[src/rtl/grf_pkg.sv]
// grf_pkg: shared types and constants for the GRF writeback arbiter.
//   ADDR_W / DATA_W : register address and data/PC widths (the entry struct
//                     depends on them, so they live here, not on the modules)
//   REG_ZERO        : hard-wired zero register, never written or tracked
//   wb_entry_t      : one writeback {addr, wd, pc}
//   wb_src_e        : which source drives the GRF write port this cycle
//   reg_hazard()    : decode-side hazard test for a single source register
package grf_pkg;

   localparam int ADDR_W   = 5;
   localparam int DATA_W   = 32;
   localparam int NUM_REGS = 1 << ADDR_W;
   localparam logic [ADDR_W-1:0] REG_ZERO = '0;

   typedef struct packed {
      logic [ADDR_W-1:0] addr;
      logic [DATA_W-1:0] wd;
      logic [DATA_W-1:0] pc;
   } wb_entry_t;

   typedef enum logic [1:0] {
      SRC_NONE = 2'd0,
      SRC_PL   = 2'd1,
      SRC_MD   = 2'd2
   } wb_src_e;

   // A register is hazardous while an MDU result for it is outstanding, or
   // while a write to it sits in the output register (not yet in the GRF).
   // Register 0 is never hazardous.
   function automatic logic reg_hazard(input logic [ADDR_W-1:0]   a,
                                       input logic [NUM_REGS-1:0] pend,
                                       input logic                we,
                                       input logic [ADDR_W-1:0]   wa);
      return (a != REG_ZERO) && (pend[a] || (we && (wa == a)));
   endfunction

endpackage

[src/rtl/wb_fifo.sv]
// wb_fifo: small synchronous FIFO of wb_entry_t used to buffer MDU results.
//   clk, reset   : clock, asynchronous active-low reset
//   push, push_data : write one entry (ignored when full)
//   pop          : drop the head entry (ignored when empty)
//   head         : current head entry (valid when !empty)
//   full, empty, count : occupancy status from the registered count
module wb_fifo
   import grf_pkg::*;
#(
   parameter int DEPTH = 2
) (
   input  logic                     clk,
   input  logic                     reset,
   input  logic                     push,
   input  wb_entry_t                push_data,
   input  logic                     pop,
   output wb_entry_t                head,
   output logic                     full,
   output logic                     empty,
   output logic [$clog2(DEPTH):0]   count
);

   localparam int PTR_W = $clog2(DEPTH);
   localparam int CNT_W = PTR_W + 1;

   wb_entry_t        mem_q [DEPTH];
   wb_entry_t        mem_d [DEPTH];
   logic [PTR_W-1:0] wr_ptr_q, wr_ptr_d;
   logic [PTR_W-1:0] rd_ptr_q, rd_ptr_d;
   logic [CNT_W-1:0] count_q, count_d;
   logic             push_ok;
   logic             pop_ok;

   assign full    = (count_q == CNT_W'(DEPTH));
   assign empty   = (count_q == '0);
   assign count   = count_q;
   assign head    = mem_q[rd_ptr_q];
   assign push_ok = push && !full;
   assign pop_ok  = pop && !empty;

   // Pointers are PTR_W bits wide and DEPTH is a power of two, so the
   // increment wraps modulo DEPTH on its own.
   always_comb begin
      mem_d    = mem_q;
      wr_ptr_d = wr_ptr_q;
      rd_ptr_d = rd_ptr_q;
      count_d  = count_q;
      if (push_ok) begin
         mem_d[wr_ptr_q] = push_data;
         wr_ptr_d        = wr_ptr_q + 1'b1;
      end
      if (pop_ok) begin
         rd_ptr_d = rd_ptr_q + 1'b1;
      end
      case ({push_ok, pop_ok})
         2'b10:   count_d = count_q + 1'b1;
         2'b01:   count_d = count_q - 1'b1;
         default: count_d = count_q;
      endcase
   end

   always_ff @(posedge clk or negedge reset) begin
      if (!reset) begin
         for (int i = 0; i < DEPTH; i++) begin
            mem_q[i] <= '0;
         end
         wr_ptr_q <= '0;
         rd_ptr_q <= '0;
         count_q  <= '0;
      end else begin
         mem_q    <= mem_d;
         wr_ptr_q <= wr_ptr_d;
         rd_ptr_q <= rd_ptr_d;
         count_q  <= count_d;
      end
   end

endmodule

[src/rtl/grf_wb_arbiter.sv]
// grf_wb_arbiter: shares the single GRF write port between the main pipeline
// writeback (absolute priority) and the multi-cycle MDU (buffered in a FIFO),
// and tracks per-register pending MDU results to drive the decode stall.
//   clk, reset            : clock, asynchronous active-low reset
//   pl_we/pl_addr/pl_wd/pl_pc : pipeline writeback
//   md_issue/md_issue_addr    : MDU accepted an op for this destination
//   md_valid/md_ready/md_addr/md_wd/md_pc : MDU result handshake
//   grf_we/grf_a3/grf_wd/grf_pc : registered GRF write port and trace PC
//   chk_a1/chk_a2/chk_a3  : decode rs, rt and destination for hazard check
//   stall                 : decode must hold this cycle
//   pending               : per-register outstanding-MDU-result bit vector
module grf_wb_arbiter
   import grf_pkg::*;
#(
   parameter int FIFO_DEPTH = 2
) (
   input  logic                clk,
   input  logic                reset,
   input  logic                pl_we,
   input  logic [ADDR_W-1:0]   pl_addr,
   input  logic [DATA_W-1:0]   pl_wd,
   input  logic [DATA_W-1:0]   pl_pc,
   input  logic                md_issue,
   input  logic [ADDR_W-1:0]   md_issue_addr,
   input  logic                md_valid,
   output logic                md_ready,
   input  logic [ADDR_W-1:0]   md_addr,
   input  logic [DATA_W-1:0]   md_wd,
   input  logic [DATA_W-1:0]   md_pc,
   output logic                grf_we,
   output logic [ADDR_W-1:0]   grf_a3,
   output logic [DATA_W-1:0]   grf_wd,
   output logic [DATA_W-1:0]   grf_pc,
   input  logic [ADDR_W-1:0]   chk_a1,
   input  logic [ADDR_W-1:0]   chk_a2,
   input  logic [ADDR_W-1:0]   chk_a3,
   output logic                stall,
   output logic [NUM_REGS-1:0] pending
);

   localparam int CNT_W = $clog2(FIFO_DEPTH) + 1;

   wb_entry_t           md_entry;
   wb_entry_t           fifo_head;
   logic                fifo_push;
   logic                fifo_pop;
   logic                fifo_full;
   logic                fifo_empty;
   logic [CNT_W-1:0]    fifo_count;
   logic                md_accept;
   logic                pl_live;
   wb_src_e             src;

   logic                grf_we_q, grf_we_d;
   logic [ADDR_W-1:0]   grf_a3_q, grf_a3_d;
   logic [DATA_W-1:0]   grf_wd_q, grf_wd_d;
   logic [DATA_W-1:0]   grf_pc_q, grf_pc_d;
   logic [NUM_REGS-1:0] pending_q, pending_d;

   // MDU handshake: a result transfers on a rising edge where md_valid and
   // md_ready are both high. md_ready depends only on the registered FIFO
   // count (never on md_valid), so a full FIFO can never see push and pop
   // collide. The MDU must hold its fields stable while md_valid && !md_ready.
   assign md_ready  = reset && !fifo_full;
   assign md_accept = md_valid && md_ready;
   // A result for register 0 completes the handshake but is dropped.
   assign fifo_push = md_accept && (md_addr != REG_ZERO);
   assign md_entry  = '{addr: md_addr, wd: md_wd, pc: md_pc};

   wb_fifo #(
      .DEPTH (FIFO_DEPTH)
   ) u_fifo (
      .clk       (clk),
      .reset     (reset),
      .push      (fifo_push),
      .push_data (md_entry),
      .pop       (fifo_pop),
      .head      (fifo_head),
      .full      (fifo_full),
      .empty     (fifo_empty),
      .count     (fifo_count)
   );

   // A pipeline write to register 0 is treated as idle so the FIFO can drain.
   assign pl_live = pl_we && (pl_addr != REG_ZERO);

   always_comb begin
      src = SRC_NONE;
      if (pl_live) begin
         src = SRC_PL;
      end else if (!fifo_empty) begin
         src = SRC_MD;
      end
   end

   assign fifo_pop = (src == SRC_MD);

   // Output register: address/data/PC hold their last value on idle cycles.
   always_comb begin
      grf_we_d = 1'b0;
      grf_a3_d = grf_a3_q;
      grf_wd_d = grf_wd_q;
      grf_pc_d = grf_pc_q;
      case (src)
         SRC_PL: begin
            grf_we_d = 1'b1;
            grf_a3_d = pl_addr;
            grf_wd_d = pl_wd;
            grf_pc_d = pl_pc;
         end
         SRC_MD: begin
            grf_we_d = 1'b1;
            grf_a3_d = fifo_head.addr;
            grf_wd_d = fifo_head.wd;
            grf_pc_d = fifo_head.pc;
         end
         default: begin
            grf_we_d = 1'b0;
         end
      endcase
   end

   // Scoreboard: the clear from a pop is applied first so that a new issue
   // to the same register in the same cycle wins.
   always_comb begin
      pending_d = pending_q;
      if (fifo_pop) begin
         pending_d[fifo_head.addr] = 1'b0;
      end
      if (md_issue && (md_issue_addr != REG_ZERO)) begin
         pending_d[md_issue_addr] = 1'b1;
      end
      pending_d[REG_ZERO] = 1'b0;
   end

   always_ff @(posedge clk or negedge reset) begin
      if (!reset) begin
         grf_we_q  <= 1'b0;
         grf_a3_q  <= '0;
         grf_wd_q  <= '0;
         grf_pc_q  <= '0;
         pending_q <= '0;
      end else begin
         grf_we_q  <= grf_we_d;
         grf_a3_q  <= grf_a3_d;
         grf_wd_q  <= grf_wd_d;
         grf_pc_q  <= grf_pc_d;
         pending_q <= pending_d;
      end
   end

   assign grf_we  = grf_we_q;
   assign grf_a3  = grf_a3_q;
   assign grf_wd  = grf_wd_q;
   assign grf_pc  = grf_pc_q;
   assign pending = pending_q;

   // chk_a3 covers WAW: a younger write must not overtake an outstanding one.
   assign stall = reg_hazard(chk_a1, pending_q, grf_we_q, grf_a3_q) ||
                  reg_hazard(chk_a2, pending_q, grf_we_q, grf_a3_q) ||
                  reg_hazard(chk_a3, pending_q, grf_we_q, grf_a3_q);

   a_fifo_count_bound: assert property (
      @(posedge clk) disable iff (!reset) fifo_count <= CNT_W'(FIFO_DEPTH));

endmodule

[config.mk]
export PLATFORM = sky130hd
export DESIGN_NAME = grf_wb_arbiter
export DESIGN_NICKNAME = d
export VERILOG_FILES = /design/src/rtl/grf_pkg.sv /design/src/rtl/wb_fifo.sv /design/src/rtl/grf_wb_arbiter.sv
export SDC_FILE = /design/constraint.sdc
export NUM_CORES = 1
export LEC_CHECK = 0
export ABC_AREA = 1
export CORE_UTILIZATION = 46
export DETAILED_ROUTE_END_ITERATION = 16
export PLACE_DENSITY_LB_ADDON = 0.1
export SETUP_SLACK_MARGIN = 0.05
export SLEW_MARGIN = 20
export SYNTH_ARGS = -nofsm -noshare
export SYNTH_HDL_FRONTEND = slang
export SYNTH_SLANG_ARGS = --single-unit
export TNS_END_PERCENT = 1
[constraint.sdc]
create_clock -name clk -period 1.7 [get_ports clk]
set_input_delay 0.17 -clock clk [delete_from_list [all_inputs] [get_ports clk]]
set_output_delay 0.17 -clock clk [all_outputs]
set_load 0.01 [all_outputs]
==> results of run 1 <==
-- metrics by stage --
step	power [uW]	hold WS (ns)	worst slack, ns	cells
5_1_grt	31600	0.213	-0.401	2164
3_3_place_gp	22600	0.454	-0.667	2110
3_5_place_dp	22900	0.437	-0.656	2110
2_1_floorplan	16200	-0.126	0.0553	1442
6_report	29600	0.208	-0.313	2164
4_1_cts	29500	0.192	-0.328	2163
-- final timing paths --
kind	startpoint	end	cells past startpoint
min	md_wd[28]	u_fifo.mem_q[129]	3
max in group asynchronous	reset	pending[1]	4
max reg2reg	u_fifo.rd_ptr_q	pending[2]	10
min in group asynchronous	reset	grf_pc[2]	4
max	grf_a3[1]	stall	8
min reg2reg	grf_wd[9]	grf_wd[9]	2
-- placed cells by master (no fill, tap or decap), drive strengths merged, types with 5 or more instances in the layout --
| cell | synthesis | final |
|---|---|---|
| nand2 | 478 | 478 |
| dfrtp | 243 | 243 |
| o21ai | 228 | 228 |
| clkdlybuf4s50 | 0 | 217 |
| buf | 48 | 165 |
| inv | 136 | 136 |
| nand3 | 129 | 129 |
| nor2 | 43 | 43 |
| clkbuf | 34 | 39 |
| dlygate4sd2 | 0 | 33 |
| a31oi | 20 | 20 |
| o22ai | 18 | 18 |
| o311ai | 14 | 14 |
| o221a | 13 | 13 |
| dlymetal6s2s | 0 | 7 |
| or2 | 7 | 7 |
| o211ai | 6 | 6 |
| a21oi | 6 | 6 |
| nor3 | 5 | 5 |
| o221ai | 5 | 5 |
| bufinv | 0 | 5 |
| clkinv | 1 | 5 |
-- cell families (layout without fill, tap and decap cells) --
| kind of cell | after synthesis | in the layout | share of synthesized area, % |
|---|---|---|---|
| buf+inv | 219 | 611 | 8.15 |
| other cells | 1 | 1 | 0.0319 |
| compound gates | 312 | 312 | 16.8 |
| fa+ha+maj | 1 | 1 | 0.107 |
| xor+xnor | 3 | 3 | 0.224 |
| flops | 243 | 243 | 51.8 |
| simple gates | 663 | 663 | 22.9 |
-- worst register-to-register path, cell delays in order (launching register included) --
cell and delay [ns]:
dfrtp_2 0.45, inv_4 0.11, or2_1 0.10, o21ai_1 0.06, buf_4 0.16, inv_4 0.07
buf_6 0.10, nand3_1 0.08, buf_6 0.16, o21ai_1 0.14, o21ai_0 0.13
-- cell type report --
| class | count | area share, % |
|---|---|---|
| Timing Repair inverter | 1 | 0.0442 |
| Clock buffer | 39 | 4.77 |
| Clock inverter | 11 | 1.10 |
| Inverter | 137 | 3.09 |
| Multi-Input combinational cell | 980 | 29.0 |
| Tap cell | 330 | 2.43 |
| Timing Repair Buffer | 423 | 23.7 |
| Sequential cell | 243 | 35.8 |
-- registers in the layout, indices dropped and copies added (netlist names) --
name             count
grf_a3               5
grf_pc              32
grf_wd              32
grf_we               1
pending             31
u_fifo.count         2
u_fifo.mem_q       138
u_fifo.rd_ptr_q      1
u_fifo.wr_ptr_q      1
-- what timing repair did --
| action | 4_1_cts | 5_1_grt |
|---|---|---|
| gates resized for setup | 101 | 71 |
| setup endpoints to repair | 116 | 132 |
| hold endpoints to repair | 144 | 0 |
| cloned | 0 | 1 |
| buffers inserted | 2 | 0 |
| pin swaps | 10 | 15 |
| hold buffers | 1 | 0 |
-- routing by layer --
metal	routed length, um	track usage (%)	up-vias
met5	0	0	-
met4	918	8.06	0
met3	2580	5.01	72
met2	17400	46.3	412
met1	16300	40.0	5431
li1	-	-	5475
-- synth_stat cells --
| library cell | n | area [um^2] |
|---|---|---|
| nand3_1 | 129 | 646 |
| buf_1 | 13 | 48.8 |
| xnor2_1 | 2 | 17.5 |
| or2_2 | 2 | 12.5 |
| nor2_1 | 43 | 161 |
| inv_1 | 129 | 484 |
| buf_6 | 13 | 146 |
| a31oi_1 | 20 | 125 |
| xor2_1 | 1 | 8.76 |
| nand2_1 | 476 | 1790 |
| or2_4 | 1 | 8.76 |
| o221a_2 | 13 | 146 |
| buf_2 | 18 | 90.1 |
| o22ai_1 | 18 | 113 |
| o311ai_0 | 14 | 123 |
| buf_4 | 4 | 30.0 |
| dfrtp_1 | 243 | 6080 |
| inv_2 | 7 | 26.3 |
| o221ai_1 | 5 | 43.8 |
| o21ai_2 | 50 | 438 |
| o211ai_1 | 6 | 45.0 |
| o21ai_1 | 20 | 100 |
| conb_1 | 1 | 3.75 |
| clkbuf_1 | 34 | 128 |
| a21boi_2 | 1 | 11.3 |
| nand2_2 | 2 | 12.5 |
| o21ai_0 | 158 | 791 |
| a221oi_1 | 1 | 8.76 |
| and2_4 | 1 | 8.76 |
| nor3_1 | 5 | 25.0 |
| or2_1 | 4 | 25.0 |
| a21oi_1 | 6 | 30.0 |
| clkinv_1 | 1 | 3.75 |
| ha_1 | 1 | 12.5 |
-- where the power goes --
group          leakage [uW]  switching, uW  internal (uW)
Sequential          0.00298           1650           8500
Clock              0.000492           2340           4060
Combinational       0.00468           6970           6130
Total               0.00816          10900          18700
==> results.md, run 1 <==
STA:
- The actual transition at the worst max-transition pin is 0.953 ns.
- The routed design could run at a clock period as short as 2.01 ns.
- Setup total negative slack on the finished layout was measured at -0.323 ns.
- Measured against its own limit, the worst slew margin works out to 36.5%.
- The final worst-path setup slack is -0.313 ns.
- The count of final hold-check violations came to 0.
- Setup repair after global routing could not meet its margin everywhere.
- The highest attainable clock frequency is 0.497 GHz.
- The clock tree skew after final layout is 0.0131 ns.
- Of the available clock period, the critical path in the final layout requires 118%.
- Setup violations remaining at the end of the flow were counted as 2.
- The final count of pins violating max slew is 0.

Logic synthesis:
- The number of nets in the synthesized netlist is 1606.
- The total standard cell area after synthesis is 11700 um^2.
- Yosys mapped the design onto 34 distinct sky130hd cell types.
- For this run, the number of Yosys warnings is 0.
- The share of the Yosys chip area taken by registers is 51.8%.
- In this run, synthesis produced a sequential element count of 243.
- The mean instance size in the synthesized netlist is about 8.1 um^2.
- The synthesized instance count is 1442.

Detailed routing:
- The count of nets left with antenna violations after detail routing is 0.
- Using the TritonRoute via totals, the vias-per-cell ratio works out to 5.26.
- In the routed design, unresolved DRC markers number 0.
- The first-iteration detailed-routing DRC count is around 800.
- The total number of vias is 11400.
- Summed over all layers, the routed wires come to 37200 um.
- The post-detailed-route wirelength per cell is ~17 um.
- The length of the first detailed-routing pass in iterations is 5.

Floorplanning:
- The I/O pin count is roughly 270.
- From bottom edge to top edge, the die measures 162 um.
- The die covers 26200 um^2.
- After floorplanning, the core was divided into 58 placement rows.
- The starting density of the core is between 40% and 50%.
- The horizontal extent of the die is 162 um.
- The placeable core region is 25100 um^2.

Outcome:
- The checks that failed: setup timing.
- The run finished, with violations left.

CTS:
- The buffer levels on the longest clock path is 3.
- The clock root buffer is clkbuf_16.
- At the later pin of the worst-skew pair, clock insertion delay measures 0.53 ns.
- Clock-pin slew was measured on the worst setup and hold paths at ~0.060 ns.
- The number of clock buffers added by TritonCTS is 27.
- The total number of H-tree levels is 1.
- TritonCTS built the clock tree.
- The total number of clock tree sinks is ~240.

Layout:
- The final cell area excluding filler cells is 17000 um^2.
- Fill cells in the final layout number 2145.
- Relative to the synthesized area, the layout overhead comes to 44.6%.
- After the last flow step, the layout net total stands at 1977.
- The area used by multi-input combinational logic is 4930 um^2.
- The share of cells above drive strength 1 is 20.0%.
- The final core utilization is 67.6%.
- The area taken by flip-flops and latches is 6080 um^2.
- The repair_antennas step left the layout with diodes totalling 0.

Setup path:
- Together, buffers and inverters on the worst path number 2.
- The worst register-to-register path has a setup slack of -0.01 ns.
- Walking the worst path, the cells encountered are buf_6 -> o22ai_4 -> a21oi_1 -> nand3_1 -> nand3_1 -> nand2_2 -> nand3_4 -> buf_6.
- The largest individual stage delay along the critical path comes from the cell dfrtp_1.
- The biggest fanout along the worst timing path is 2.
- The endpoint arrival time on the critical path is between 1.5 and 2 ns.
- On the critical path the largest part of the delay comes from simple AND/OR/NAND/NOR gates.
- STA classifies the critical path startpoint as a flop.
- STA classifies the critical path endpoint as a primary output.
- For the worst setup path, the data required time is around 1.5 ns.
- By startpoint and endpoint, the worst setup path is classified as flop to primary output.
- The maximum single-stage delay on the critical path is 0.40 ns.

Global routing:
- The number of global-route vias before repair is 11200.
- After global routing the overflow that remains totals 0.
- The first global-routing pass estimated 59800 um of wire.
- The global router's overall resource usage is 28.8%.
- The initial antenna violation count is 0.
- The pin count of the biggest net entering global routing is between 100 and 150.

Place:
- The congestion estimate from routability-driven global placement came to roughly 0.90.
- The half-perimeter wire length after placement is between 20000 and 30000 um.
- The count of input and output buffers is 265.
- After detailed placement, the total cell area comes to 15800 um^2.

Hold path:
- The path category of the worst min-delay check is primary input to flop.

Power and ir drop:
- The cell area power density is between 1500 and 2000 nW/um^2.
- In this run the static leakage power is 0.00816 uW.
- IR analysis of the VDD net gives a maximum drop of ~1200 uV.

Run:
- The max-cap violation count is 0.
(Power assumes the default switching activity.)
==> inputs of run 2 (changes only) <==
ABC_AREA = unset   (was 1)
==> results.md, run 2 <==
Outcome:
- The run finished, with violations left.
- The final reports fail on setup timing.

Logic synthesis:
- In this run the biggest area consumer among cell types represents 52.7% of the synthesized area.
- The mean instance size in the synthesized netlist is around 11 um^2.
- The Yosys step of the flow raised 0 warnings.
- The largest total area in the synthesized netlist belongs to dfrtp_1.
- After synthesis, the cell types taking the most area are dfrtp_1 (53%), mux2_2 (12%), mux2i_1 (6.8%).
- The dominant synthesized flop cell is dfrtp_1.
- The synthesized instance count is 1017.
- The number of synthesized register bits is 243.
- The proportion of synthesized flip-flops having asynchronous set or reset is 100%.
- In the synthesized netlist, the cells that appear most often are dfrtp_1 (243), mux2_2 (124), o21ai_0 (122).
- Sequential cells were found to cover 52.7% of the synthesized design area.
- The total standard cell area after synthesis is 11500 um^2.
- The cell with the most instances after synthesis is dfrtp_1.
- The synthesized design contains 0 enable-type register cells.
- The number of nets in the synthesized netlist is 1181.
- The number of different library cells in the post-synthesis netlist is 51.

Power and ir drop:
- Summed over all cells, the static leakage comes to 0.00743 uW.
- Dividing total power by cell area gives a power density of around 1800 nW/um^2.
- Sequential cells account for 34.9% of the total power.
- The switching power of the nets is 9970 uW.
- Per report_power, the clock group accounts for 19.9% of the total.
- The relative contribution of combinational cells to total power is 45.2%.
- The peak supply drop is approximately 1300 uV.
- The cell-internal power is 19700 uW.
- The post-layout total power is roughly 30000 uW.
- The switching power share of the total is 33.6%.

Setup path:
- The register-to-register path setup slack is -0.18 ns.
- The startpoint type of the worst setup path is a flop.
- The reg-to-reg endpoint is u_fifo.mem_q[71].
- The category of the critical setup timing path is flop to primary output.
- The maximum single-stage delay on the critical path is between 0.4 and 0.5 ns.
- Following the worst setup path forward leads to its endpoint at stall.
- STA classifies the critical path endpoint as a primary output.
- At the worst endpoint, the arrival time is 2.19 ns.
- The logic depth of the worst register-to-register path is 7.
- The biggest fanout along the worst timing path is 5.
- The start point of the critical path is pending[13].
- STA puts the critical path data required time at 1.53 ns.
- The worst register-to-register path begins at u_fifo.count[1].
- The worst-path cell with the longest stage delay is dfrtp_2.
- Walking the worst path, the cells encountered are mux2_2 -> nor4b_1 -> nor4_1 -> a31oi_2 -> nand4_1 -> buf_2.

Global routing:
- The initial antenna violation count was 1.
- Entering global routing, the biggest net connects approximately 160 pins.
- The number of global-route vias before repair is just over 9000.
- The global router's overall resource usage is 23.8%.
- The first-pass GRT wire length is between 40000 and 50000 um.
- Summed over all layers, the global routing overflow is 0.

Layout:
- Leaving out fill and tap cells, the most frequent cell in the layout is dfrtp_1.
- The register with the most flip-flops in the layout has 138 of them.
- The count of fill cells added during filler insertion is 1930.
- In the final design database the tool counted about 1500 nets.
- The count of non-filler cells in the finished layout is 1712.
- The area growth from synthesis to layout is 44.0%.
- Of the cells placed in the final design, the portion with a size suffix greater than 1 is 26.0%.
- In the layout the commonest cells are dfrtp_1 (234), clkdlybuf4s50_1 (209), buf_4 (114), o21ai_0 (113), nand2_1 (86).
- u_fifo.mem_q holds more flip-flops than any other register.
- At the end of the flow the core is filled with cells to 68.0%.

STA:
- The count of final hold-check violations is 0.
- Setup total negative slack on the finished layout was measured at -13.31 ns.
- The final number of setup-violating endpoints is 136.
- Hold timing on the final database bottoms out at a slack of 0.162 ns.
- Setup repair after global routing could not meet its margin everywhere.
- The highest attainable clock frequency is 0.424 GHz.
- The actual transition at the worst max-transition pin is 0.865 ns.
- The worst pin sits at a relative slew slack of 42.3%.
- The final count of pins violating max slew was 0.
- The final worst-path setup slack is -0.658 ns.
- In the finished design, the share of the clock period the worst path needs comes to 139%.
- Clock skew on the completed layout was measured at about 0.013 ns.
- The clock period minus worst slack is 2.36 ns.

Floorplanning:
- The starting density of the core is 47.2%.
- Pin placement for this block handled 267 I/O pins.
- From left edge to right edge, the die measures 160 um.
- The number of rows created at floorplan is 57.
- The region available for standard cell placement spans 24500 um^2.
- The height of the die is 160 um.
- The die footprint is 25700 um^2.

Hold path:
- The path category of the worst min-delay check is primary input to async pin.

CTS:
- Clock latency on the worst-skew pair, taken at its later pin, is about 0.53 ns.
- TritonCTS created 27 clock buffers.
- TritonCTS built the clock tree.
- CTS built an H-tree with a depth of 1.
- The clock root buffer is clkbuf_16.
- Counting every sink on the clock net gives between 200 and 250.
- Clock-pin slew was measured on the worst setup and hold paths at ~0.060 ns.
- The buffer levels on the longest clock path is 3.

Place:
- Once placement completed, the tool counted placed cells totaling between 1500 and 2000.
- The count of input and output buffers is 265.
- Routability-driven placement finished with a final weighted congestion of 0.951.
- The half-perimeter wire length after placement is approximately 22000 um.

Detailed routing:
- In the final routed layout, each cell accounts on average for 18.0 um.
- The first TritonRoute pass finished after 5 iterations.
- After detailed routing, the number of remaining DRC violations is 0.
- Using the TritonRoute via totals, the vias-per-cell ratio works out to 5.39.
- The detailed-route wire length is 30800 um.
- The first-iteration detailed-routing DRC count is 536.
- The total number of vias is 9229.
- Once detail routing completed, the nets flagged for antenna violations numbered 0.

Run:
- The max-cap violation count is 0.
==> run 2: cell count changes after synthesis, moves of 32 or more <==
cell     change
inv_1      -124
a21oi_1     +61
mux2i_1     +79
o21ai_2     -50
o21ai_0     -36
nand3_1    -117
nand2_1    -387
nor2_1      +32
mux2_2     +124
==> run 2: kinds of logic (layout without fill, tap and decap cells) <==
family	Yosys count	count (layout)	synth area share [%]
fa+ha+maj	1	1	0.108
buf+inv	73	443	3.19
compound gates	220	220	9.90
other cells	1	2	0.0325
simple gates	220	220	8.46
flops	243	243	52.7
mux	240	240	24.2
xor+xnor	19	19	1.44
==> run 2: cell type report <==
cell class              instances  area [um^2]  share of cell area (%)
clock inverters                 9          124                   0.745
repair buffers                388         3770                    22.7
diodes                          1         2.50                  0.0151
inverters                       6         22.5                   0.135
flip-flops and latches        243         6090                    36.7
multi-input cells             701         5430                    32.7
clock buffers                  40          774                    4.66
well taps                     324          405                    2.44
==> run 2: worst min-delay path by stage <==
| stage | slack (ns) | endpoint | cells past startpoint |
|---|---|---|---|
| after global routing | 0.18 | u_fifo.mem_q[111] | 3 |
| after global placement | 0.17 | u_fifo.mem_q[42] | 2 |
| after detailed placement | 0.17 | u_fifo.mem_q[111] | 2 |
| final | 0.16 | u_fifo.mem_q[111] | 3 |
| after CTS | 0.15 | u_fifo.mem_q[42] | 3 |
| after floorplan | -0.13 | grf_a3[0] | 0 |
==> run 2: critical path: cells and delay by family, from the launching register on <==
kind                   cells  cell delay, ns
and+or+nand+nor            3            0.55
DFF                        1            0.46
muxes                      1            0.28
AOI/OAI and AO/OA          1            0.23
buffers and inverters      1            0.15
==> run 2: what timing repair did <==
item                                    CTS  global route
buffers inserted                          1             4
gates cloned                              0             2
endpoints found under the setup margin  200           239
hold buffers                              1             0
resized for setup                        81            79
endpoints found under the hold margin    20             0
pin swaps                                 6            12
==> run 2: stage by stage <==
step                      setup slack, ns  cell area, um^2
final                              -0.658            16600
after global routing               -0.821            16600
after CTS                          -0.682            16300
after detailed placement           -0.934            15300
after global placement             -0.932            15300
after floorplan                    -0.169            11600
==> run 2: power groups by stage <==
stage | clock network (uW) | logic (uW) | registers, uW
detailed placement | 0 | 13000 | 10400
global placement | 0 | 12800 | 10300
finish | 5900 | 13400 | 10400
floorplan | 0 | 6720 | 10500
global route | 6270 | 14600 | 10700
CTS | 6050 | 13000 | 10300
==> run 2: per-layer routing <==
| layer | wire length (um) | vias up | GRT usage [%] |
|---|---|---|---|
| li1 | - | 4315 | - |
| met1 | 13100 | 4586 | 31.8 |
| met2 | 15000 | 275 | 39.8 |
| met3 | 2070 | 51 | 5.11 |
| met4 | 565 | 2 | 5.24 |
| met5 | 13 | - | 0 |
==> inputs of run 3 (changes only) <==
SYNTH_HIERARCHICAL = 1   (was unset)
==> results.md, run 3 <==
Outcome:
- The run finished, with violations left.
- The checks that failed: setup timing.

Layout:
- The final cell area excluding filler cells is around 17000 um^2.
- The final core utilization is between 60% and 70%.
- The register ranked first by flip-flop count is u_fifo/mem_q.
- The register with the most flip-flops in the layout has 138 of them.
- The share of cells above drive strength 1 is 35.0%.
- In the layout the commonest cells are dfrtp_1 (237), clkdlybuf4s50_1 (205), mux2_2 (139), buf_4 (120), o21ai_0 (83).
- The count of non-filler cells in the finished layout is approximately 1700.
- The library cell used most frequently in the layout, excluding fill and tap cells, is dfrtp_1.
- Compared with the post-synthesis result, the final layout area differs by 46.1%.
- The final layout contains 1472 nets.

CTS:
- In this run the number of H-tree levels came out at 1.
- TritonCTS built the clock tree.
- The number of clock buffers inserted by TritonCTS is 28.
- The clock root buffer is clkbuf_16.
- The clock latency reported for the late side of the worst-skew pair is 0.55 ns.
- Counting along the longest clock path gives a buffer depth of 3.
- Clock-pin slew was measured on the worst setup and hold paths at 0.06 ns.
- The clock net in this run drives a total of 243 sinks.

Setup path:
- The required time of the worst setup path is 1.53 ns.
- The biggest fanout along the worst timing path is 2.
- The endpoint arrival time on the critical path is 2.36 ns.
- The startpoint type of the worst setup path is a flop.
- STA classifies the critical path endpoint as a primary output.
- The worst setup path is of the flop to primary output kind.

Detailed routing:
- The detailed-route wire length is ~31000 um.
- The first-iteration detailed-routing DRC count is 514.
- The post-detailed-route wirelength per cell is 18.7 um.
- After detailed routing, the number of vias per cell comes to 5.27.
- In the detailed route, the total length drawn on met3 is 2100 um.
- The count of nets left with antenna violations once routing finished came out at 0.
- The post-route DRC violation count is 0.
- The post-route met1 wirelength is 13800 um.
- The total number of vias is 8718.
- The highest metal layer used by the detailed router is met5.
- The routed design uses 14500 um of met2 wire.
- The length of the first detailed-routing pass in iterations is 4.

Power and ir drop:
- In this run, flip-flops and latches consume about 34% of the power.
- The switching power share of the total is 32.0%.
- The clock power share is 19.5%.
- Across the VDD grid, the largest voltage drop is 1010 uV.
- The cell-internal power is ~21000 uW.
- For this design the total switching power over the nets is 9760 uW.
- In this run the power density over the cells is 1780 nW/um^2.
- The leakage power is 0.00749 uW.
- The relative contribution of combinational cells to total power is 46.6%.

Global routing:
- The initial antenna violation count came to 2.
- The total overflow left after global routing is 0.
- Entering global routing, the biggest net connects around 160 pins.
- The number of global-route vias before repair was 9185.
- The first global-routing pass estimated between 40000 and 50000 um of wire.
- Global routing used 23.8% of the available tracks across all layers.

STA:
- Setup repair after global routing could not meet its margin everywhere.
- The clock period minus worst slack is 2.53 ns.
- The actual transition at the worst max-transition pin is 0.918 ns.
- The highest attainable clock frequency is 0.395 GHz.
- The final count of pins violating max slew was 0.
- The count of final hold-check violations is 0.
- The worst relative slew slack is 38.8%.
- Across all setup checks in the final design, the least slack found is -0.830 ns.
- The final number of setup-violating endpoints is 189.
- The clock tree skew after final layout is 0.0139 ns.
- Of the available clock period, the critical path in the final layout requires 149%.

Floorplanning:
- The core region is 24600 um^2.
- The die covers 26000 um^2.
- For this design the top-level I/O count stands at 267.
- The starting density of the core is 47.5%.
- The horizontal extent of the die is 161 um.
- The height of the die is 161 um.
- The initialized floorplan defines 57 standard-cell rows.

Logic synthesis:
- The commonest cells after synthesis are dfrtp_1 (243), mux2_2 (199), o21ai_0 (127).
- Counting flops with a built-in enable in the synthesized netlist gives 0.
- The proportion of synthesized flip-flops having asynchronous set or reset is between 90% and 100%.
- The total of warnings raised by yosys is 6.
- In this run, synthesis produced a sequential element count of 243.
- In the post-synthesis netlist, the cell with the most instances is dfrtp_1.
- The cell count after synthesis came out at 935.
- The proportion of netlist area held by the largest area contributor is 52.0%.
- The total standard cell area after synthesis is 11700 um^2.
- The number of nets produced by synthesis is approximately 1100.
- The mean instance size in the synthesized netlist is 12.5 um^2.
- Yosys mapped the design onto 50 distinct sky130hd cell types.
- dfrtp_1 takes more of the synthesized area than any other cell.
- Sorting the synthesized cells by area gives the leading types as dfrtp_1 (52%), mux2_2 (19%), mux2i_1 (6.8%).
- The part of the Yosys area used for sequential elements is 52.0%.
- The dominant synthesized flop cell is dfrtp_1.

Place:
- The half-perimeter wire length after placement is 21200 um.
- Including well taps, the total number of placed cells is 1591.
- Port buffering added 265 buffers.
- Prior to clock tree synthesis, the placed netlist has a worst setup slack of -1.19 ns.
- The final weighted congestion in routability-driven placement is 0.878.
- The standard cell area after detailed placement is 15600 um^2.

Run:
- Across the run, the number of max-cap violations was 0.

Hold path:
- The tightest min-delay check is of the primary input to async pin type.
[run 3: per-stage QoR]
stage               setup TNS, ns  hold WS (ns)  total power (uW)
detailed placement         -89.52         0.115             23700
finish                     -41.21         0.108             30500
floorplan                  -37.82        -0.126             17600
CTS                        -34.21        0.0961             30200
global placement           -85.14         0.114             23400
global route               -57.16         0.121             32200
[run 3: timing repair]
| action | 4_1_cts | 5_1_grt |
|---|---|---|
| setup endpoints to repair | 280 | 249 |
| gates cloned | 2 | 0 |
| pin swaps | 8 | 7 |
| endpoints found under the hold margin | 11 | 0 |
| setup buffers | 4 | 4 |
| resized for setup | 138 | 87 |
| hold buffers | 1 | 0 |
[run 3: final timing paths]
kind | start | to | slack (ns) | cells after the start
max | pending[14] | stall | -0.83 | 6
max reg2reg | u_fifo/count[1] | u_fifo/mem_q[98] | -0.35 | 10
max in group asynchronous | reset | pending[6] | 0.47 | 4
min reg2reg | u_fifo/mem_q[98] | u_fifo/mem_q[98] | 0.48 | 1
min in group clk | pl_pc[22] | grf_pc[22] | 0.16 | 3
min | reset | u_fifo/mem_q[53] | 0.11 | 3
[run 3: per-layer routing]
layer | GRT usage [%] | vias up
met5 | 0 | -
li1 | - | 4111
met1 | 32.6 | 4314
met4 | 5.70 | 2
met3 | 5.73 | 41
met2 | 38.2 | 250
[run 3: power groups by stage]
stage	clock, uW	combinational (uW)	sequential, uW
2_1_floorplan	0	7220	10400
3_3_place_gp	0	13200	10200
3_5_place_dp	0	13400	10300
4_1_cts	6100	13800	10300
5_1_grt	6300	15300	10600
6_report	5950	14200	10300
[run 3: layout make-up]
cell class | instances | area, um^2
Antenna cell | 1 | 2.50
Clock buffer | 42 | 843
Clock inverter | 10 | 92.6
Fill cell | 1869 | 7530
Inverter | 3 | 13.8
Multi-Input combinational cell | 627 | 5720
Sequential cell | 243 | 6090
Tap cell | 324 | 405
Timing Repair Buffer | 405 | 3910
[run 3: cells by family (layout without fill, tap and decap cells)]
logic type               after synthesis  count (layout)  share of synthesized area, %
multiplexers                         309             309                          30.9
flip-flops                           243             243                          52.0
AO/OA/AOI/OAI                        148             148                          6.90
AND/OR/NAND/NOR                      148             148                          6.04
buffers and inverters                 65             460                          2.53
XOR/XNOR                              20              20                          1.50
adder cells (fa/ha/maj)                1               1                         0.107
other                                  1               2                        0.0321
[run 3: critical path, stage by stage (launching register included)]
cell	delay (ns)
dfrtp_1	0.38
mux4_2	0.47
mux2_4	0.30
a2111oi_4	0.28
buf_4	0.16
o221ai_2	0.09
buf_2	0.16
